<file path="src/rtl/bit_serial_alu_ctrl_if.sv">
// Handshake and operand/result bundle between the datapath control FSM
// (master) and the bit-serial ALU sequencer (slave).
interface bit_serial_alu_ctrl_if #(
    parameter int WIDTH = 16
);
    logic             start;
    logic [2:0]       op;
    logic             sub;
    logic             cin;
    logic [WIDTH-1:0] a;
    logic [WIDTH-1:0] b;
    logic             abort;
    logic             ready;
    logic             busy;
    logic             done;
    logic [WIDTH-1:0] result;
    logic             cout;
    logic             zero;
    logic             overflow;
    logic             negative;
    logic             less;

    modport master (
        output start, op, sub, cin, a, b, abort,
        input  ready, busy, done, result, cout, zero, overflow, negative, less
    );

    modport slave (
        input  start, op, sub, cin, a, b, abort,
        output ready, busy, done, result, cout, zero, overflow, negative, less
    );
endinterface

</file>
<file path="src/rtl/bit_serial_alu_ctrl.sv">
// Bit-serial ALU sequencer: runs a WIDTH-bit operation through a single
// 1-bit ALU slice, LSB first, one bit per RUN cycle. Result and flags are
// published only when the last bit has been processed.
module bit_serial_alu_ctrl #(
    parameter int WIDTH = 16
) (
    input logic                 clk,
    input logic                 rst,
    bit_serial_alu_ctrl_if.slave bus
);
    localparam int CW = $clog2(WIDTH) + 1;

    typedef enum logic [1:0] {IDLE = 2'd0, RUN = 2'd1, DONE = 2'd2} state_t;

    state_t           state_reg, state_next;
    logic [WIDTH-1:0] a_sh_reg, b_sh_reg, res_sh_reg;
    logic [2:0]       op_reg;
    logic             sub_reg;
    logic             carry_reg;
    logic [CW-1:0]    cnt_reg;
    logic [WIDTH-1:0] result_reg;
    logic             cout_reg, zero_reg, ovf_reg, neg_reg, less_reg;

    logic             accept;
    logic             last_bit;
    logic             is_arith;
    logic             slice_a, slice_b, slice_res, slice_cout;
    logic [WIDTH-1:0] final_res;
    logic             final_ovf;

    assign accept   = (state_reg != RUN) && bus.start;
    assign last_bit = (state_reg == RUN) && (cnt_reg == CW'(WIDTH - 1));
    assign is_arith = (op_reg == 3'b100);

    // Slice operands: subtraction is done as a + ~b + 1 with the slice's own
    // Sub input held low, since Sub=1 would force the slice carry-in to 1 on
    // every bit instead of only the first.
    assign slice_a = a_sh_reg[0];
    assign slice_b = (is_arith && sub_reg) ? ~b_sh_reg[0] : b_sh_reg[0];

    // One-bit ALU slice.
    always_comb begin
        slice_res  = 1'b0;
        slice_cout = 1'b0;
        case (op_reg)
            3'b000: slice_res = slice_a & slice_b;
            3'b001: slice_res = slice_a | slice_b;
            3'b010: slice_res = slice_a ^ slice_b;
            3'b011: slice_res = ~(slice_a | slice_b);
            3'b100: begin
                slice_res  = slice_a ^ slice_b ^ carry_reg;
                slice_cout = (slice_a & slice_b) | (carry_reg & (slice_a ^ slice_b));
            end
            default: begin
                slice_res  = 1'b0;
                slice_cout = 1'b0;
            end
        endcase
    end

    // Result as it will look after the current bit is shifted in; on the
    // last bit carry_reg is the carry into the MSB, so overflow compares it
    // with the carry out of the MSB.
    assign final_res = {slice_res, res_sh_reg[WIDTH-1:1]};
    assign final_ovf = is_arith & (carry_reg ^ slice_cout);

    // State register.
    always_ff @(posedge clk or posedge rst) begin
        if (rst) state_reg <= IDLE;
        else     state_reg <= state_next;
    end

    // Next-state logic; start beats abort because abort only matters in RUN.
    always_comb begin
        state_next = state_reg;
        case (state_reg)
            IDLE:    state_next = bus.start ? RUN : IDLE;
            RUN: begin
                if (bus.abort)     state_next = IDLE;
                else if (last_bit) state_next = DONE;
                else               state_next = RUN;
            end
            DONE:    state_next = bus.start ? RUN : IDLE;
            default: state_next = IDLE;
        endcase
    end

    // Handshake outputs decoded from the state.
    always_comb begin
        bus.ready = (state_reg == IDLE) || (state_reg == DONE);
        bus.busy  = (state_reg == RUN);
        bus.done  = (state_reg == DONE);
    end

    // Operand capture, per-bit shifting and end-of-operation result publish.
    always_ff @(posedge clk or posedge rst) begin
        if (rst) begin
            a_sh_reg   <= '0;
            b_sh_reg   <= '0;
            res_sh_reg <= '0;
            op_reg     <= '0;
            sub_reg    <= 1'b0;
            carry_reg  <= 1'b0;
            cnt_reg    <= '0;
            result_reg <= '0;
            cout_reg   <= 1'b0;
            zero_reg   <= 1'b0;
            ovf_reg    <= 1'b0;
            neg_reg    <= 1'b0;
            less_reg   <= 1'b0;
        end else if (accept) begin
            a_sh_reg   <= bus.a;
            b_sh_reg   <= bus.b;
            res_sh_reg <= '0;
            op_reg     <= bus.op;
            sub_reg    <= bus.sub;
            carry_reg  <= (bus.op == 3'b100 && bus.sub) ? 1'b1 : bus.cin;
            cnt_reg    <= '0;
        end else if (state_reg == RUN && !bus.abort) begin
            a_sh_reg   <= a_sh_reg >> 1;
            b_sh_reg   <= b_sh_reg >> 1;
            res_sh_reg <= final_res;
            carry_reg  <= slice_cout;
            cnt_reg    <= cnt_reg + CW'(1);
            if (last_bit) begin
                result_reg <= final_res;
                cout_reg   <= is_arith & slice_cout;
                zero_reg   <= (final_res == '0);
                ovf_reg    <= final_ovf;
                neg_reg    <= final_res[WIDTH-1];
                less_reg   <= is_arith & sub_reg & (final_res[WIDTH-1] ^ final_ovf);
            end
        end
    end

    assign bus.result   = result_reg;
    assign bus.cout     = cout_reg;
    assign bus.zero     = zero_reg;
    assign bus.overflow = ovf_reg;
    assign bus.negative = neg_reg;
    assign bus.less     = less_reg;
endmodule

</file>
<file path="src/flat_wrapper.sv">
// flat-port wrapper written by rule: the top's interface ports become plain ports
module bit_serial_alu_ctrl_flat 
#(
    parameter int WIDTH = 16
)
  (clk, rst, bus_start, bus_op, bus_sub, bus_cin, bus_a, bus_b, bus_abort, bus_ready, bus_busy, bus_done, bus_result, bus_cout, bus_zero, bus_overflow, bus_negative, bus_less);
  bit_serial_alu_ctrl_if #(.WIDTH(WIDTH)) bus_i ();
  input logic clk;
  input logic rst;
  input wire logic [$bits(bus_i.start)-1:0] bus_start;
  input wire logic [$bits(bus_i.op)-1:0] bus_op;
  input wire logic [$bits(bus_i.sub)-1:0] bus_sub;
  input wire logic [$bits(bus_i.cin)-1:0] bus_cin;
  input wire logic [$bits(bus_i.a)-1:0] bus_a;
  input wire logic [$bits(bus_i.b)-1:0] bus_b;
  input wire logic [$bits(bus_i.abort)-1:0] bus_abort;
  output wire logic [$bits(bus_i.ready)-1:0] bus_ready;
  output wire logic [$bits(bus_i.busy)-1:0] bus_busy;
  output wire logic [$bits(bus_i.done)-1:0] bus_done;
  output wire logic [$bits(bus_i.result)-1:0] bus_result;
  output wire logic [$bits(bus_i.cout)-1:0] bus_cout;
  output wire logic [$bits(bus_i.zero)-1:0] bus_zero;
  output wire logic [$bits(bus_i.overflow)-1:0] bus_overflow;
  output wire logic [$bits(bus_i.negative)-1:0] bus_negative;
  output wire logic [$bits(bus_i.less)-1:0] bus_less;
  assign bus_i.start = bus_start;
  assign bus_i.op = bus_op;
  assign bus_i.sub = bus_sub;
  assign bus_i.cin = bus_cin;
  assign bus_i.a = bus_a;
  assign bus_i.b = bus_b;
  assign bus_i.abort = bus_abort;
  assign bus_ready = bus_i.ready;
  assign bus_busy = bus_i.busy;
  assign bus_done = bus_i.done;
  assign bus_result = bus_i.result;
  assign bus_cout = bus_i.cout;
  assign bus_zero = bus_i.zero;
  assign bus_overflow = bus_i.overflow;
  assign bus_negative = bus_i.negative;
  assign bus_less = bus_i.less;
  bit_serial_alu_ctrl #(.WIDTH(WIDTH)) u_core (.clk(clk), .rst(rst), .bus(bus_i));
endmodule
</file>
<file path="config.mk">
export PLATFORM = sky130hd
export DESIGN_NAME = bit_serial_alu_ctrl_flat
export DESIGN_NICKNAME = d
export VERILOG_FILES = /design/src/rtl/bit_serial_alu_ctrl_if.sv /design/src/rtl/bit_serial_alu_ctrl.sv /design/src/flat_wrapper.sv
export SDC_FILE = /design/constraint.sdc
export NUM_CORES = 1
export LEC_CHECK = 0
export ABC_AREA = 1
export ABC_CLOCK_PERIOD_IN_PS = 4800
export BUFFER_PORTS_ARGS = -buffer_cell sky130_fd_sc_hd__buf_2
export CAP_MARGIN = 25
export CORE_UTILIZATION = 45
export CTS_CLUSTER_DIAMETER = 30
export DETAILED_ROUTE_END_ITERATION = 8
export GPL_TIMING_DRIVEN = 0
export HOLD_SLACK_MARGIN = 0.06
export PLACE_DENSITY = 0.75
export SYNTH_ARGS = -nofsm -noshare
export SYNTH_HDL_FRONTEND = slang
export SYNTH_SLANG_ARGS = --single-unit
</file>
<file path="constraint.sdc">
create_clock -name clk -period 4.8 [get_ports clk]
set_input_delay 0.24 -clock clk [delete_from_list [all_inputs] [get_ports clk]]
set_output_delay 0.24 -clock clk [all_outputs]
set_load 0.02 [all_outputs]
</file>
# --- Yosys cells after proc, flatten, opt, wreduce, memory -nomap -nowiden ---
# Index checks and enable logic that the tools add are counted.
classes:
  addsub: 1
  n_eq_ne: 9
  muxes: 18
  bitwise: 15
  n_reduce_logical: 13
ops:
  columns: ["op", "count"]
  rows:
  - ["two-way mux 16 bit", 6]
  - ["zero test 16 bit", 1]
  - ["two-way mux 5 bit", 2]
  - ["AND 1 bit", 6]
  - ["equality test 3 x 2 -> 1 bit (second input constant)", 2]
  - ["equality test 3 bit (second input constant)", 2]
  - ["two-way mux 1 bit", 6]
  - ["adder 5 x 1 -> 5 bit (second input constant)", 1]
  - ["equality test 5 x 4 -> 1 bit (second input constant)", 1]
  - ["logical AND 1 bit", 5]
  - ["one-hot mux 1 bit (5 select lines)", 1]
  - ["two-way mux 2 bit", 2]
  - ["one-hot mux 2 bit (2 select lines)", 1]
  - ["bitwise XOR 1 bit", 4]
  - ["equality test 3 x 1 -> 1 bit (second input constant)", 1]
  - ["zero test 3 bit", 1]
  - ["inverter 1 bit", 3]
  - ["AND reduction 3 bit", 1]
  - ["equality test 2 x 1 -> 1 bit (second input constant)", 1]
  - ["equality test 2 bit (second input constant)", 1]
  - ["zero test 2 bit", 1]
  - ["!= test 2 x 1 -> 1 bit (second input constant)", 1]
  - ["OR 1 bit", 2]
  - ["nonzero test 2 bit", 1]
  - ["3 further kinds", 3]
word_totals:
  reg_bits: 81
  inputBits: 41
  output_inout_bits: 24
  word_cells: 70

# --- Depth between registers and ports, before layout ---
logic_depth:
  depth_word: 11
  mapped_depth: 14
  mapped_depth_nobuf: 14

# --- Worst setup path after synthesis ---
# Ideal clock, no wire load.
synth_path:
  kind: "register to register"
  startpoint: "register u_core.op_reg[0]"
  endpoint: "register u_core.less_reg (netlist: u_core.bus.less)"
  setup_time_ns: 0.117
  arrival_time_ns: 1.789
  t_required_ns: 4.683
  slack_ns: 2.894
  stages_incl_launch_ff: 13
  n_path_buf: 0
  synth_period_minus_slack_ns: 1.906
  cell_sequence: "dfrtp_1 > nor3_2 > nand2_1 > xor2_1 > fa_1 > inv_1 > nand2_1 > nand2_1 > nand2_1 > inv_1 > nand2_1 > nand3_1 > nand2_1"
synth_between:
  elab_chain_len: 11
  elab_cells_between_ends: 21
  classes_between: "eq/ne (4); mux (3); bitwise (12); reduce/logical (2)"
synth_lines:
  columns: ["element", "line_no", "text"]
  rows:
  - ["from (decl)", "bit_serial_alu_ctrl.sv:17", "logic [2:0] op_reg;"]
  - ["from (signal assigned)", "bit_serial_alu_ctrl.sv:115", "op_reg <= bus.op;"]
  - ["equality test 3 bit", "bit_serial_alu_ctrl.sv:33, bit_serial_alu_ctrl.sv:45", null]
  - ["logical AND 1 bit", "bit_serial_alu_ctrl.sv:39", "assign slice_b = (is_arith && sub_reg) ? ~b_sh_reg[0] : b_sh_reg[0];"]
  - ["two-way mux 1 bit", "bit_serial_alu_ctrl.sv:39", null]
  - ["bitwise XOR 1 bit", "bit_serial_alu_ctrl.sv:48, bit_serial_alu_ctrl.sv:51, bit_serial_alu_ctrl.sv:52", null]
  - ["AND 1 bit", "bit_serial_alu_ctrl.sv:52", "slice_cout = (slice_a & slice_b) | (carry_reg & (slice_a ^ slice_b));"]
  - ["OR 1 bit", "bit_serial_alu_ctrl.sv:52", null]
  - ["two-way mux 1 bit", "bit_serial_alu_ctrl.sv:45", "case (op_reg)"]
  - ["bitwise XOR 1 bit", "bit_serial_alu_ctrl.sv:65", "assign final_ovf = is_arith & (carry_reg ^ slice_cout);"]
  - ["AND 1 bit", "bit_serial_alu_ctrl.sv:65", null]
  - ["bitwise XOR 1 bit", "bit_serial_alu_ctrl.sv:131", "less_reg <= is_arith & sub_reg & (final_res[WIDTH-1] ^ final_ovf);"]
  - ["AND 1 bit (*)", "bit_serial_alu_ctrl.sv:131", null]
  - ["to (signal assigned)", "bit_serial_alu_ctrl.sv:131", null]
  - ["to (decl)", "bit_serial_alu_ctrl.sv:22", "logic cout_reg, zero_reg, ovf_reg, neg_reg, less_reg;"]
# Every way passes the cells marked *; elsewhere a longest branch is shown, timed or not.
# A chain may end at the register's enable or synchronous reset.

# --- Worst setup path in the final report ---
layout_path:
  startpoint: "register u_core.op_reg[1]"
  endpoint: "register u_core.res_sh_reg[15]"
layout_between:
  elab_chain_len: 8
  elab_cells_between_ends: 15
  classes_between: "eq/ne (4); mux (4); bitwise (5); reduce/logical (2)"
layout_lines:
  columns: ["element", "line_no", "text"]
  rows:
  - ["equality test 3 bit", "bit_serial_alu_ctrl.sv:33, bit_serial_alu_ctrl.sv:45", null]
  - ["logical AND 1 bit", "bit_serial_alu_ctrl.sv:39", null]
  - ["two-way mux 1 bit", "bit_serial_alu_ctrl.sv:39", null]
  - ["bitwise XOR 1 bit or OR 1 bit (tied branches)", null, null]
  - ["bitwise XOR 1 bit or inverter 1 bit (tied branches)", "bit_serial_alu_ctrl.sv:51, bit_serial_alu_ctrl.sv:49", null]
  - ["one-hot mux 1 bit (5 select lines) (*)", "bit_serial_alu_ctrl.sv:45", null]
  - ["two-way mux 16 bit (*)", "bit_serial_alu_ctrl.sv:119", "end else if (state_reg == RUN && !bus.abort) begin"]
  - ["two-way mux 16 bit (*)", "bit_serial_alu_ctrl.sv:111", "end else if (accept) begin"]
  - ["to (signal assigned)", "bit_serial_alu_ctrl.sv:122", "res_sh_reg <= final_res;"]
  - ["to (decl)", "bit_serial_alu_ctrl.sv:16", "logic [WIDTH-1:0] a_sh_reg, b_sh_reg, res_sh_reg;"]
# Every way passes the cells marked *; elsewhere a longest branch is shown, timed or not. The select of a mux whose other input is x is not followed.

==> impl_metrics.tcl <==
set metrics [dict create \
    swShare_pct 28.93 \
    critPathKind "flop to flop" \
    finalCritPeriodShare_pct 46.19 \
    seq_power_share_pct 48.5 \
    clockBufferDepth 2 \
    clkPwrFrac_pct 31.4 \
    firstDrtPassIters 4 \
    synth_xor_area_share_pct 0.2569 \
    ant_nets 0 \
    drive_gt1_share_pct 24.38 \
    slew-limit-headroom_pct 76.20 \
    cp.arrival_ps 2440 \
    r2r_slack_ps 2580 \
    crit_chain "nor3_2 -> nand2_1 -> xor2_1 -> inv_1 -> ha_1 -> nand2_1 -> nand3_1 -> nand3_1 -> nand2_1 -> inv_1 -> o22ai_1" \
    place_ws_ps 2600 \
    initial_utilization_pct 46.76 \
    fin_ws_ps 2583 \
    cts_sinks 79 \
    p_switching_w 0.0004746 \
    wl_per_cell_um 12.81 \
    syn_area_per_cell_sq_um 9.445 \
    cts_resized 0 \
    worstHoldPathType "primary input to flop" \
    hpwl_um 4945 \
    synthDistinctLibCells 25 \
    powerDensity_mw_per_mm2 399.9 \
    slowest_delay_ps 440 \
    clock_skew_ps 9.230 \
    period_minus_slack_ps 2217 \
    crit_path_frequent_cell "nand2_1" \
    leakagePower_nw 2.132 \
    dieArea_sq_mm 0.007929 \
    syn_area_sq_mm 0.003410 \
    cp_top_family "simple AND/OR/NAND/NOR gates" \
    core-area_sq_mm 0.007292 \
    layout.nets 484 \
    p_int_w 0.001166 \
    area_growth_pct 20.33 \
    die_y_um 89.05 \
    synth_top_family_by_area "compound AO/OA/AOI/OAI gates" \
    setup_viol 0 \
    fp.dieW_um 89.05 \
    drt-vias-per-instance 4.958 \
    antenna_cells 0 \
    first_iter_violations 129 \
    cts_tree "yes" \
    io_buffers 64 \
    slowest_stage "dfrtp_1" \
    drv_slew 0 \
    power_frac_comb_pct 20.1 \
    outcome "finished, final reports clean" \
    clkTransAtPathRegs_ps 80 \
    drc_errors 0 \
    grt_pass1_wl_um 11740 \
    max_freq_ghz 0.4511 \
    io_pins 65 \
    clock_latency_ps 350 \
    irDropWorstVdd_mv 0.1995 \
    crit_required_ps 5030 \
    netlist_instances 361 \
    finalHoldViolCount 0 \
    synth-compound-area-share_pct 15.05 \
    drt_wl_total_um 6944 \
    synth_fa_ha_area_share_pct 2.055 \
    fin_tns_setup_ps 0 \
    cts_buffers 9 \
    grt_start_max_net_pins 72 \
    yosysWarnings 0 \
    cp-end-kind "flop" \
    rsz0062_at_grt "no" \
    htreeDepth 3 \
    maxCapViolCount 0 \
    start_kind "flop" \
    place_congestion 0.7638 \
    critPathBufInv 2 \
    synth_nets 407 \
    cts_root_buf "clkbuf_8" \
    worstPathMaxFanout 5 \
    synthSimpleGateAreaFrac_pct 13.87 \
    worst_pin_slew_ps 357.0 \
    yosys_register_bits 79 \
    post_cts_buffers 0 \
    grt_pass1_vias 2588 \
    vias 2687 \
    antenna_found_initial 0 \
    overflow 0 \
    synth.mux.area_fraction_pct 0 \
    grt_usage_pct 19.64 \
    ys_seq_area_share_pct 57.98 \
    row_count 31 \
]
[power by group through the flow]
| stage | clock (W) | combinational [W] | sequential, W |
|---|---|---|---|
| after floorplan | 0 | 0.000244 | 0.000800 |
| after global placement | 0 | 0.000312 | 0.000806 |
| after detailed placement | 0 | 0.000331 | 0.000809 |
| after CTS | 0.000526 | 0.000332 | 0.000796 |
| after global routing | 0.000555 | 0.000376 | 0.000806 |
| final | 0.000515 | 0.000330 | 0.000796 |
[per-layer routing]
metal / share of wire (%) / track usage, % / up-vias
li1: - / - / 1337
met1: 48 / 26.99 / 1256
met2: 45 / 30.84 / 85
met3: 5.3 / 5.540 / 9
met4: 1.1 / 5.339 / 0
met5: 0 / 0 / -
[kinds of logic (layout without fill, tap and decap cells)]
| logic type | after synthesis | after routing |
|---|---|---|
| xor+xnor | 1 | 1 |
| simple gates | 113 | 113 |
| buf+inv | 88 | 170 |
| flops | 79 | 79 |
| compound gates | 75 | 75 |
| fa+ha+maj | 5 | 5 |
[cell type report]
class	count	area, sq um
Buffer	18	102.6
Clock buffer	13	168.9
Clock inverter	3	40.04
Fill cell	707	3189
Inverter	70	267.8
Multi-Input combinational cell	194	1065
Sequential cell	79	1977
Tap cell	99	123.9
Timing Repair Buffer	66	357.8
[metrics by stage]
stage	total power (W)	utilization (%)	instances	instance area, sq um	hold slack, ps
finish	0.001641	56.26	542	4103	95.47
floorplan	0.001045	-	361	3410	349.6
detailed placement	0.001140	53.26	525	3884	155.5
CTS	0.001654	56.26	542	4103	81.17
global route	0.001737	56.26	542	4103	102.5
global placement	0.001119	52.85	524	3854	448.1
[repair_timing]
item | in CTS | in global routing
endpoints found under the hold margin | 8 | 0
hold buffers | 1 | 0
setup endpoints to repair | 0 | 0
[worst register-to-register path: cells and delay by family, from the launching register on]
kind / cells / cell delay, ps
compound gates: 1 / 70
xor+xnor: 1 / 310
fa+ha+maj: 1 / 310
buf+inv: 2 / 210
flops: 1 / 440
simple gates: 6 / 770
[cell usage in the layout, fill, tap and decap left out]
cell | synthesis | routed
a21oi_1 | 2 | 2
buf_16 | 0 | 1
buf_2 | 13 | 77
buf_4 | 5 | 5
bufinv_16 | 0 | 1
clkbuf_1 | 0 | 1
clkbuf_8 | 0 | 12
clkinv_1 | 1 | 1
clkinv_2 | 0 | 2
dfrtp_1 | 79 | 79
dlygate4sd3_1 | 0 | 1
fa_1 | 1 | 1
ha_1 | 4 | 4
inv_1 | 66 | 65
inv_2 | 2 | 2
inv_4 | 1 | 2
nand2_1 | 85 | 85
nand2_2 | 3 | 3
nand2_4 | 1 | 1
nand3_1 | 8 | 8
nand4_1 | 4 | 4
nor2_1 | 10 | 10
nor2_4 | 1 | 1
nor3_2 | 1 | 1
o21a_1 | 1 | 1
o21ai_0 | 7 | 7
o21ai_1 | 18 | 18
o21bai_1 | 1 | 1
o221ai_1 | 30 | 30
o22ai_1 | 16 | 16
xor2_1 | 1 | 1
[path summary, 6_finish.rpt]
kind,startpoint,to,cells after the start
worst max-delay path,u_core.op_reg[1]$_DFFE_PP0P_,u_core.res_sh_reg[15]$_DFFE_PP0P_,11
worst min-delay path,bus_b[5],u_core.b_sh_reg[5]$_DFFE_PP0P_,3
worst max register to register,u_core.op_reg[1]$_DFFE_PP0P_,u_core.res_sh_reg[15]$_DFFE_PP0P_,11
worst min register to register,u_core.bus.zero$_DFFE_PP0P_,u_core.bus.zero$_DFFE_PP0P_,2
max in group asynchronous,rst,u_core.cnt_reg[3]$_DFFE_PP0P_,4
min in group asynchronous,rst,u_core.b_sh_reg[7]$_DFFE_PP0P_,3
[cells in the mapped netlist, drive strengths merged]
cell type / number / area share, %
inv: 69 / 7.7
o22ai: 16 / 2.9
buf: 18 / 3.0
clkinv: 1 / 0.11
o21ai: 25 / 3.7
a21oi: 2 / 0.29
dfrtp: 79 / 58
o221ai: 30 / 7.7
fa: 1 / 0.59
nor3: 1 / 0.29
nor2: 11 / 1.4
ha: 4 / 1.5
o21a: 1 / 0.22
o21bai: 1 / 0.22
nand4: 4 / 0.73
nand3: 8 / 1.2
nand2: 89 / 10
xor2: 1 / 0.26
No activity file was read; power rests on OpenSTA's default activity.
